==> src/rtl/rr_stream_mux_4.sv <==
// Four-input round-robin stream selector feeding a 4:1 data mux stage.
// One registered output beat per accepted transfer, carrying its data and select.
module rr_stream_mux_4 #(
  parameter int W = 4
) (
  input  logic         clk,
  input  logic         rst,
  input  logic [3:0]   in_valid,
  input  logic [W-1:0] in_data0,
  input  logic [W-1:0] in_data1,
  input  logic [W-1:0] in_data2,
  input  logic [W-1:0] in_data3,
  output logic [3:0]   in_ready,
  output logic         out_valid,
  output logic [W-1:0] out_data,
  output logic [1:0]   out_sel,
  input  logic         out_ready
);

  typedef enum logic {EMPTY = 1'b0, FULL = 1'b1} state_e;

  state_e       state_q, state_d;
  logic [1:0]   ptr_q, ptr_d;
  logic [1:0]   sel_q, sel_d;
  logic [W-1:0] data_q, data_d;
  logic [W-1:0] grant_data;
  logic [1:0]   grant;
  logic [1:0]   scan_idx;
  logic         grant_found;
  logic         can_accept;
  logic         xfer;

  assign can_accept = (state_q == EMPTY) || out_ready;
  assign xfer       = grant_found && can_accept;

  // Scan starting at ptr so the most recently served input has lowest priority.
  always_comb begin
    grant_found = 1'b0;
    grant       = 2'd0;
    scan_idx    = 2'd0;
    for (int i = 0; i < 4; i++) begin
      scan_idx = ptr_q + 2'(i);
      if (!grant_found && in_valid[scan_idx]) begin
        grant_found = 1'b1;
        grant       = scan_idx;
      end
    end
  end

  always_comb begin
    in_ready = 4'b0000;
    if (xfer && !rst) begin
      in_ready[grant] = 1'b1;
    end
  end

  always_comb begin
    case (grant)
      2'd0:    grant_data = in_data0;
      2'd1:    grant_data = in_data1;
      2'd2:    grant_data = in_data2;
      default: grant_data = in_data3;
    endcase
  end

  // A new beat loads even while the old one drains, giving one beat per cycle.
  always_comb begin
    state_d = state_q;
    ptr_d   = ptr_q;
    data_d  = data_q;
    sel_d   = sel_q;
    if (xfer) begin
      state_d = FULL;
      data_d  = grant_data;
      sel_d   = grant;
      ptr_d   = grant + 2'd1;
    end else if ((state_q == FULL) && out_ready) begin
      state_d = EMPTY;
    end
  end

  always_ff @(posedge clk or posedge rst) begin
    if (rst) begin
      state_q <= EMPTY;
      ptr_q   <= 2'd0;
      data_q  <= '0;
      sel_q   <= 2'd0;
    end else begin
      state_q <= state_d;
      ptr_q   <= ptr_d;
      data_q  <= data_d;
      sel_q   <= sel_d;
    end
  end

  assign out_valid = (state_q == FULL);
  assign out_data  = data_q;
  assign out_sel   = sel_q;

endmodule

==> config.mk <==
export PLATFORM = sky130hd
export DESIGN_NAME = rr_stream_mux_4
export DESIGN_NICKNAME = d
export VERILOG_FILES = /design/src/rtl/rr_stream_mux_4.sv
export SDC_FILE = /design/constraint.sdc
export NUM_CORES = 1
export LEC_CHECK = 0
export ABC_AREA = 1
export ABC_CLOCK_PERIOD_IN_PS = 3400
export BUFFER_PORTS_ARGS = -buffer_cell sky130_fd_sc_hd__clkbuf_2
export CORE_MARGIN = 5
export CORE_UTILIZATION = 40
export CTS_CLUSTER_DIAMETER = 40
export DETAILED_ROUTE_END_ITERATION = 6
export PLACE_DENSITY = 0.68
export SETUP_SLACK_MARGIN = 0.1
export SLEW_MARGIN = 5
export SYNTH_ARGS = -nofsm -noshare
export SYNTH_HDL_FRONTEND = slang
export SYNTH_SLANG_ARGS = --single-unit
==> constraint.sdc <==
create_clock -name clk -period 3.4 [get_ports clk]
set_clock_uncertainty 0.1 [all_clocks]
set_input_delay 0.34 -clock clk [delete_from_list [all_inputs] [get_ports clk]]
set_output_delay 0.34 -clock clk [all_outputs]
set_load 0.01 [all_outputs]
==> out/metrics.yaml <==
timing:
  hold_viol: 0
  setup_viol: 0
  slew_viol_final: 0
  min_period_ns: 2.71
  max_freq_mhz: 368
  fin_crit_sh_pct: 79.8
  rsz0062_at_grt: "false"
  tightest_slew_ns: 0.375
  finalWorstSetupSlack_ns: 0.686
  tns_ns: 0
  max_slew_margin_pct: 75.0
detailed_routing:
  viasPerCell: 4.74
  drcViolationCount: 0
  num_vias: 901
  dr.pass1.iters: 4
  finalWirelength_um: 2040
  ant_nets: 0
  initialDrtViolationCount: 31
  wl_per_cell_um: 10.7
job:
  drv_cap: 0
hold_path:
  hp-class: "in -> reg"
  hold_path_depth: 4
  holdPathEnd: "out_data[1]"
  hp-start: "in_data3[1]"
placement:
  gp_congestion: 0.852
  hpwl_um: 1740
  port_buffers: 33
  place_area_sq_um: 1040
  placedCellCount: 185
  pre_cts_slack_ns: 0.955
logic_synthesis:
  synth_sequential_area_ratio_pct: 25.7
  synth.most_common_cell: "nand2_1"
  yosys-top-cells-area: "dfrtp_1 26%, nand2_1 16%, nand2_2 9.3%"
  ys_warn_count: 0
  async_flop_share_pct: 100
  syn_nets: 155
  synthDistinctLibCells: 21
  syn-cell-area_sq_um: 876
  synth_flop_cell: "dfrtp_1"
  muxShareOfSynthArea_pct: 0
  synth-edff-count: 0
  synthSimpleGateAreaFrac_pct: 39.4
  synth_top_family_by_area: "simple AND/OR/NAND/NOR gates"
  yosysTopAreaCellShare_pct: 25.7
  ys_ff_latch: 9
  synth-xor-area-share_pct: 0
  netlist_instances: 127
  synth_commonest_cells: "38 x nand2_1, 20 x inv_1, 13 x nand2_2"
  synth_adder_area_share_pct: 7.14
  synth_area_leader_cell: "dfrtp_1"
  synth_compound_area_share_pct: 13.7
  syn_area_per_cell_sq_um: 6.90
clocking:
  cts_made_buffers: 3
  cts_buffer_depth: 2
  clk_pin_slew_ns: 0.06
  clk-insertion-delay-late_ns: 0.25
  ctsHtreeMaxLevel: 1
  cts_resized: 0
  cts_root_buf: "clkbuf_4"
  cts_tree: "yes"
  cts.sinks: 9
worst_setup_path:
  cp_common_cell: "nand3_1"
  r2r_slack_ns: 1.01
  crit_slowest_cell: "dfrtp_1"
  startpoint_type: "flop"
  timing.rr.end: "out_data[2]"
  critical_path_class: "reg -> out"
  timing.rr.start: "ptr_q[0]"
  cp_max_fo: 10
  cp_slowest_stage_delay_ns: 0.57
  critical_path_required_ns: 2.96
  crit_chain: "nand2_1 -> nand3_1 -> nand2_2 -> nor2_4 -> nand3_1 -> nand3_1 -> nand2_1 -> inv_1 -> ha_1 -> inv_1 -> nor2_1 -> clkbuf_2"
  r2r_cells: 12
  crit_arrival_ns: 2.27
  end_kind: "output pin"
grt:
  antenna_found_initial: 0
  grt_remaining_overflow: 0
  grt_pass1_vias: 862
  grt_max_degree: 13
  grt_use_total_pct: 13.2
  grt_pass1_wl_um: 3510
power:
  irDropWorstVdd_uv: 594
  total_power_w: 0.00133
  leakagePower_nw: 0.624
  power_density_nw_per_um2: 1230
layout:
  num-nets-final: 191
  n_fill_cell: 222
  final_area_sq_um: 1080
  final-instance-count-excl-fill: 190
  syn2layout_area_growth_pct: 23.0
  antenna_cells: 0
  drive_gt1_share_pct: 36.4
  seq_area_sq_um: 225
  multi_input_area_sq_um: 528
floorplan:
  ios: 34
  core_region_area_sq_um: 2150
  row_count: 17
  design.die.area_sq_um: 3230
  die_x_um: 56.8
  initial_core_util_pct: 40.8
  die_h_um: 56.8
run_status:
  status: "finished clean"
-- state kept, by name, summed over array words and instances (netlist names) --
signal and cells:
out_sel 2, out_data 4, ptr_q 2, out_valid 1
-- where the power goes --
part / internal (W) / switching, W
clock network: 0.0000451 / 0.0000355
logic: 0.000400 / 0.000622
registers: 0.000168 / 0.0000574
-- stage by stage --
step / hold slack [ns] / util, %
after floorplan: 0.0835 / -
after global placement: 0.211 / 48.5
after detailed placement: 0.208 / 48.5
after CTS: 0.324 / 50.1
after global routing: 0.349 / 50.1
final: 0.332 / 50.1
-- placed cells by master (no fill, tap or decap), drive strengths merged --
cell	count
ha	5
a21oi	4
a32o	4
dfrtp	9
inv	22
nand3	11
nand2	53
dlygate4sd3	1
o21ai	9
nand4	2
nor2	5
clkbuf	37
-- final cells by class --
class	count	share of cell area (%)
tap	28	3.25
inverter	22	8.13
timing repair buffer	34	16.3
clock buffer	4	2.44
sequential	9	20.9
multi-input combinational	93	49.0
-- repair_timing --
action,in CTS,in global routing
hold buffers,1,0
endpoints found under the setup margin,0,0
buffers inserted,0,0
hold endpoints to repair,9,0
-- logic make-up after synthesis --
group           Yosys count
flops                     9
compound gates           17
fa+ha+maj                 5
buf+inv                  25
simple gates             71
-- worst max path at each step --
stage                         from           to  slack [ns]  cells after the start
after floorplan           ptr_q[0]  out_data[1]        1.26                     15
after CTS                 ptr_q[0]  in_ready[2]        0.67                     12
after detailed placement  ptr_q[0]  in_ready[2]        0.96                     12
final                     ptr_q[0]  in_ready[2]        0.69                     12
after global placement    ptr_q[0]  in_ready[2]        0.99                     12
after global routing      ptr_q[0]  in_ready[2]        0.45                     14
-- critical path: cells and delay by family (launching register included) --
kind | cells | cell delay [ns]
and+or+nand+nor | 8 | 0.88
adders and majority gates | 1 | 0.25
DFF | 1 | 0.57
buffers and inverters | 3 | 0.31
-- routing by layer --
metal	routed length, um	share of wire [%]	track usage, %
met5	0	0	0
met4	7	0.34	4.64
met3	175	8.6	2.99
met2	926	45	21.5
met1	928	46	16.9
No activity file was read; power rests on OpenSTA's default activity.
